$ cat src/rtl/kbd_pwm_ctrl_if.sv
// Keyboard-side bundle for kbd_pwm_ctrl: released-key strobe in, decode status and duty out.
// The master modport is the keyboard receiver / display side; the slave modport is the controller.
interface kbd_pwm_ctrl_if;
    logic [7:0] scancode;
    logic       flag;
    logic [7:0] duty;
    logic       key_ok;
    logic       key_bad;

    modport master (output scancode, output flag, input duty, input key_ok, input key_bad);
    modport slave  (input scancode, input flag, output duty, output key_ok, output key_bad);
endinterface

$ cat src/rtl/kbd_pwm_ctrl.sv
// Decodes released Set-2 scancodes into duty commands and drives an 8-bit PWM whose
// duty is only reloaded at period boundaries, so the output never glitches mid-period.
module kbd_pwm_ctrl #(
    parameter int unsigned PRESCALE   = 16,
    parameter int unsigned STEP       = 8,
    parameter logic [7:0]  DUTY_RESET = 8'd128
) (
    input  logic          clk,
    input  logic          reset,
    kbd_pwm_ctrl_if.slave kbd,
    output logic          pwm_out
);

    typedef enum logic [7:0] {
        SC_W = 8'h1D,
        SC_S = 8'h1B,
        SC_R = 8'h2D,
        SC_F = 8'h2B,
        SC_0 = 8'h45,
        SC_1 = 8'h16,
        SC_2 = 8'h1E,
        SC_3 = 8'h26,
        SC_4 = 8'h25,
        SC_5 = 8'h2E,
        SC_6 = 8'h36,
        SC_7 = 8'h3D,
        SC_8 = 8'h3E,
        SC_9 = 8'h46
    } scancode_e;

    logic [7:0]  duty_target_q, duty_target_d;
    logic [7:0]  duty_active_q, duty_active_d;
    logic [15:0] pre_cnt_q, pre_cnt_d;
    logic [7:0]  pwm_cnt_q, pwm_cnt_d;
    logic        pwm_out_q, pwm_out_d;
    logic        key_ok_q, key_ok_d;
    logic        key_bad_q, key_bad_d;

    logic        tick;
    logic [8:0]  inc_sum;

    always_comb begin
        duty_target_d = duty_target_q;
        key_ok_d      = 1'b0;
        key_bad_d     = 1'b0;
        inc_sum       = {1'b0, duty_target_q} + 9'(STEP);
        if (kbd.flag) begin
            key_ok_d = 1'b1;
            case (kbd.scancode)
                SC_W: duty_target_d = inc_sum[8] ? 8'hFF : inc_sum[7:0];
                SC_S: duty_target_d = (duty_target_q < 8'(STEP)) ? '0 : duty_target_q - 8'(STEP);
                SC_R: duty_target_d = DUTY_RESET;
                SC_F: duty_target_d = '1;
                SC_0: duty_target_d = 8'd0;
                SC_1: duty_target_d = 8'd28;
                SC_2: duty_target_d = 8'd56;
                SC_3: duty_target_d = 8'd84;
                SC_4: duty_target_d = 8'd112;
                SC_5: duty_target_d = 8'd140;
                SC_6: duty_target_d = 8'd168;
                SC_7: duty_target_d = 8'd196;
                SC_8: duty_target_d = 8'd224;
                SC_9: duty_target_d = 8'd252;
                default: begin
                    key_ok_d  = 1'b0;
                    key_bad_d = 1'b1;
                end
            endcase
        end
    end

    // With PRESCALE=1 the compare is against 0 and pre_cnt never leaves 0, so tick stays high.
    always_comb begin
        tick          = (pre_cnt_q == 16'(PRESCALE - 1));
        pre_cnt_d     = tick ? '0 : pre_cnt_q + 16'd1;
        pwm_cnt_d     = tick ? pwm_cnt_q + 8'd1 : pwm_cnt_q;
        duty_active_d = (tick && (pwm_cnt_q == 8'hFF)) ? duty_target_q : duty_active_q;
        pwm_out_d     = (pwm_cnt_q < duty_active_q);
    end

    always_ff @(posedge clk) begin
        if (reset) begin
            duty_target_q <= DUTY_RESET;
            duty_active_q <= DUTY_RESET;
            pre_cnt_q     <= '0;
            pwm_cnt_q     <= '0;
            pwm_out_q     <= 1'b0;
            key_ok_q      <= 1'b0;
            key_bad_q     <= 1'b0;
        end else begin
            duty_target_q <= duty_target_d;
            duty_active_q <= duty_active_d;
            pre_cnt_q     <= pre_cnt_d;
            pwm_cnt_q     <= pwm_cnt_d;
            pwm_out_q     <= pwm_out_d;
            key_ok_q      <= key_ok_d;
            key_bad_q     <= key_bad_d;
        end
    end

    assign kbd.duty    = duty_target_q;
    assign kbd.key_ok  = key_ok_q;
    assign kbd.key_bad = key_bad_q;
    assign pwm_out     = pwm_out_q;

endmodule

$ cat src/flat_wrapper.sv
// flat-port wrapper written by rule: the top's interface ports become plain ports
module kbd_pwm_ctrl_flat 
#(
    parameter int unsigned PRESCALE   = 16,
    parameter int unsigned STEP       = 8,
    parameter logic [7:0]  DUTY_RESET = 8'd128
)
  (clk, reset, pwm_out, kbd_scancode, kbd_flag, kbd_duty, kbd_key_ok, kbd_key_bad);
  kbd_pwm_ctrl_if kbd_i ();
  input  logic clk;
  input  logic reset;
  output logic pwm_out;
  input wire logic [$bits(kbd_i.scancode)-1:0] kbd_scancode;
  input wire logic [$bits(kbd_i.flag)-1:0] kbd_flag;
  output wire logic [$bits(kbd_i.duty)-1:0] kbd_duty;
  output wire logic [$bits(kbd_i.key_ok)-1:0] kbd_key_ok;
  output wire logic [$bits(kbd_i.key_bad)-1:0] kbd_key_bad;
  assign kbd_i.scancode = kbd_scancode;
  assign kbd_i.flag = kbd_flag;
  assign kbd_duty = kbd_i.duty;
  assign kbd_key_ok = kbd_i.key_ok;
  assign kbd_key_bad = kbd_i.key_bad;
  kbd_pwm_ctrl #(.PRESCALE(PRESCALE), .STEP(STEP), .DUTY_RESET(DUTY_RESET)) u_core (.clk(clk), .reset(reset), .kbd(kbd_i), .pwm_out(pwm_out));
endmodule
$ cat config.mk
export PLATFORM = sky130hd
export DESIGN_NAME = kbd_pwm_ctrl_flat
export DESIGN_NICKNAME = d
export VERILOG_FILES = /design/src/rtl/kbd_pwm_ctrl_if.sv /design/src/rtl/kbd_pwm_ctrl.sv /design/src/flat_wrapper.sv
export SDC_FILE = /design/constraint.sdc
export NUM_CORES = 1
export LEC_CHECK = 0
export ABC_CLOCK_PERIOD_IN_PS = 2900
export CELL_PAD_IN_SITES_DETAIL_PLACEMENT = 1
export CELL_PAD_IN_SITES_GLOBAL_PLACEMENT = 2
export CORE_MARGIN = 2
export CORE_UTILIZATION = 35
export CTS_BUF_LIST = sky130_fd_sc_hd__clkbuf_16
export DETAILED_ROUTE_END_ITERATION = 10
export PLACE_DENSITY = 0.91
export SLEW_MARGIN = 0
export SYNTH_ARGS = -nofsm -noshare
export SYNTH_HDL_FRONTEND = slang
export SYNTH_SLANG_ARGS = --single-unit
$ cat constraint.sdc
create_clock -name clk -period 2.9 [get_ports clk]
set_clock_uncertainty 0.1 [all_clocks]
set_input_delay 0.29 -clock clk [delete_from_list [all_inputs] [get_ports clk]]
set_output_delay 0.29 -clock clk [all_outputs]
set_load 0.03 [all_outputs]
==> reports/results.ini <==
[outcome]
status = finished clean

[cts]
clk_pin_slew_worst_paths_ps = 60
cts_setup_buffers = 0
cts_resized = 0
cts_buffer_depth = 2
cts_tree = built
h-tree-depth = 2
cts_inserted_buffers = 5
clkSinkCount = 41
clk-insertion-delay-late_ps = 280
hold_buffers = 0
cts_root_buf = clkbuf_16

[floorplan]
fp.dieW_um = 87.7
pin_count = 22
core_area_um2 = 6790
dieArea_um2 = 7690
die_y_um = 87.7
num_rows = 30
initial_core_util = 0.361

[synth]
ys_seq_area_frac = 0.335
synth_edf_count = 0
syn_area_um2 = 2450
yosysMostFrequentCell = dfxtp_1
yosys-top-cells-area = dfxtp_1, xor2_1, ha_1, nor2_1, xnor2_1
ys_types = 56
yosysTopAreaCellShare = 0.335
syn_inst = 286
synth_fp_nets = 308
yosys_most_used_dff = dfxtp_1
synthArstFlopShare = 0
yosys_register_bits = 41
yosysWarnings = 0
avgSynthCellArea_um2 = 8.57
synth_top_area_cell = dfxtp_1
synth_common_cells = dfxtp_1, nor2_1, nand2_1, xor2_1, inv_1

[finish]
nFillCells = 823
finalNetCount = 342
drive_gt1_frac = 0.112
finish.instance_area_um2 = 3010
antenna_cells = 0
area_growth_pct = 22.7
fin_cells = 417

[worst_hold_path]
hold_class = reg -> reg
min-delay-start = u_core.pre_cnt_q[0]$_SDFF_PP0_
hold_path_end = u_core.pre_cnt_q[0]$_SDFF_PP0_
min_path_cells = 1

[timing]
rsz0062_at_grt = no
period_needed_ps = 2580
drv_slew = 0
hold_violations = 0
whs_ps = 365
fin_crit_sh = 0.891
tns_ps = 0
setup_violations = 0
maxSlewHeadroom = 0.537
fmax_mhz = 387
worst_slew_pin_slew_ps = 688

[power]
p_per_area_nw_per_um2 = 439
ir_worst_vdd_mv = 0.341
internal-power_mw = 1.03
p_seq_frac = 0.436
swShare = 0.222
p_leak_nw = 1.14
switchingPower_uw = 293
pwr-share-comb = 0.088
power_frac_clock = 0.476

[global_route]
grt_max_degree = 17
grt_overflow = 0
grt_pass1_wl_mm = 10.5
grt_pass1_vias = 2208
globalRouteTotalUtil = 0.171
antenna_found_initial = 0

[placement]
place_congestion = 0.854
numPortBuffers = 21
hpwl_mm = 4.62
dp.cells = 409
dpl_cell_area_um2 = 2840

[detailed_routing]
drtIter0Drc = 98
routedWlPerCell_um = 14.6
vias = 2156
drc = 0
dr.pass1.iters = 4
antenna_left = 0
wl_mm = 6.08
routed_via_density = 5.17

[critical_path]
reg2reg_from = u_core.kbd.duty[5]$_SDFFE_PP0P_
path_class = in -> reg
r2r_end = u_core.kbd.duty[7]$_SDFFE_PP1P_
reg2reg_slack_ps = 480
worst_ep_arrival_time_ps = 2660
rr_worst_depth = 7
cp.depth = 7
worst_setup_path_start_kind = input port
crit_fanout = 8
end_kind = flip-flop
crit_buf_inv = 1
worstPathCellList = clkdlybuf4s50_1 -> or4bb_1 -> o22ai_2 -> or4b_4 -> o31ai_4 -> or4_1 -> o311a_1
cpPeakStageDelay_ps = 620
critPathTopFamily = simple AND/OR/NAND/NOR gates
critPathSlowestCell = clkdlybuf4s50_1
worst_ep_required_time_ps = 2970

[run]
drv_cap = 0

-- per-stage QoR --
stage	util	worst slack [ps]	total power [mW]
2_1_floorplan	-	721	0.654
4_1_cts	0.443	326	1.33
3_3_place_gp	0.418	80.9	0.700
6_report	0.443	316	1.32
5_1_grt	0.443	172	1.38
3_5_place_dp	0.418	29.3	0.704
-- routing by layer --
metal,part of all wire,GRT usage,vias to the layer above
met5,0,0,-
met4,0.0039,0.0224,0
met3,0.032,0.0490,3
li1,-,-,1091
met2,0.48,0.293,29
met1,0.49,0.220,1033
-- cell families (layout without fill, tap and decap cells) --
kind of cell | after synthesis | after routing | synth area share
DFF | 41 | 41 | 0.335
xor gates and xnor gates | 27 | 27 | 0.0965
buffers and inverters | 27 | 62 | 0.0556
adders and majority gates | 11 | 11 | 0.0562
AOI/OAI and AO/OA | 52 | 52 | 0.159
and+or+nand+nor | 122 | 122 | 0.274
muxes | 6 | 6 | 0.0245
-- placed cells by master, fill, tap and decap left out, types with 3 or more instances in the layout --
cell              n
nor4_1            3
or4bb_1           3
o31ai_1           6
buf_4            19
nand4_1           7
a21o_1            3
and2_1            3
nand3_1          10
clkdlybuf4s50_1  21
nand2_1          20
ha_1             11
nand3b_1          4
nor2_1           36
nor3_1            5
inv_1            15
and4_1            3
nor2b_1           3
xnor2_1          10
xor2_1           17
o21ai_0           8
and3_1            8
dfxtp_1          41
clkbuf_16         5
a21oi_1          11
a211o_1           3
mux2i_1           6
a211oi_1          3
-- cell type report --
class / instances / area, um^2 / share of cell area
multi-input combinational: 218 / 1490 / 0.497
sequential: 41 / 821 / 0.273
timing repair buffer: 40 / 353 / 0.117
clock buffer: 5 / 125 / 0.0416
tap: 96 / 120 / 0.0399
inverter: 14 / 52.6 / 0.0175
clock inverter: 3 / 42.5 / 0.0141
-- worst max-delay path by stage --
stage / from / to / slack [ps]
3_3_place_gp: kbd_scancode[1] / u_core.kbd.duty[7]$_SDFFE_PP1P_ / 80
6_report: kbd_scancode[1] / u_core.kbd.duty[3]$_SDFFE_PP0P_ / 320
5_1_grt: kbd_scancode[1] / u_core.kbd.duty[7]$_SDFFE_PP1P_ / 170
3_5_place_dp: kbd_scancode[1] / u_core.kbd.duty[3]$_SDFFE_PP0P_ / 30
4_1_cts: kbd_scancode[1] / u_core.kbd.duty[3]$_SDFFE_PP0P_ / 330
2_1_floorplan: kbd_scancode[0] / u_core.kbd.duty[3]$_SDFFE_PP0P_ / 720
-- sequential cells by signal, indices dropped and copies added (netlist names) --
name                  count
u_core.duty_active_q      7
u_core.kbd.key_bad        1
u_core.kbd.key_ok         1
u_core.pwm_cnt_q          8
u_core.pre_cnt_q         16
u_core.kbd.duty           7
u_core.pwm_out            1
-- power by group through the flow --
stage	clock network (mW)	registers [mW]	logic, mW
floorplan	0	0.592	0.0625
global placement	0	0.588	0.113
detailed placement	0	0.588	0.115
CTS	0.640	0.576	0.116
global route	0.675	0.577	0.127
finish	0.629	0.576	0.116
-- worst register-to-register path: stages, from the launching register on --
cell	delay, ps
dfxtp_1	430
nor2_1	200
nand3_1	120
o21ai_0	560
o21ai_0	210
a2111oi_0	490
buf_4	190
a21oi_1	30
Note: power is estimated with default switching activity, not from simulation.
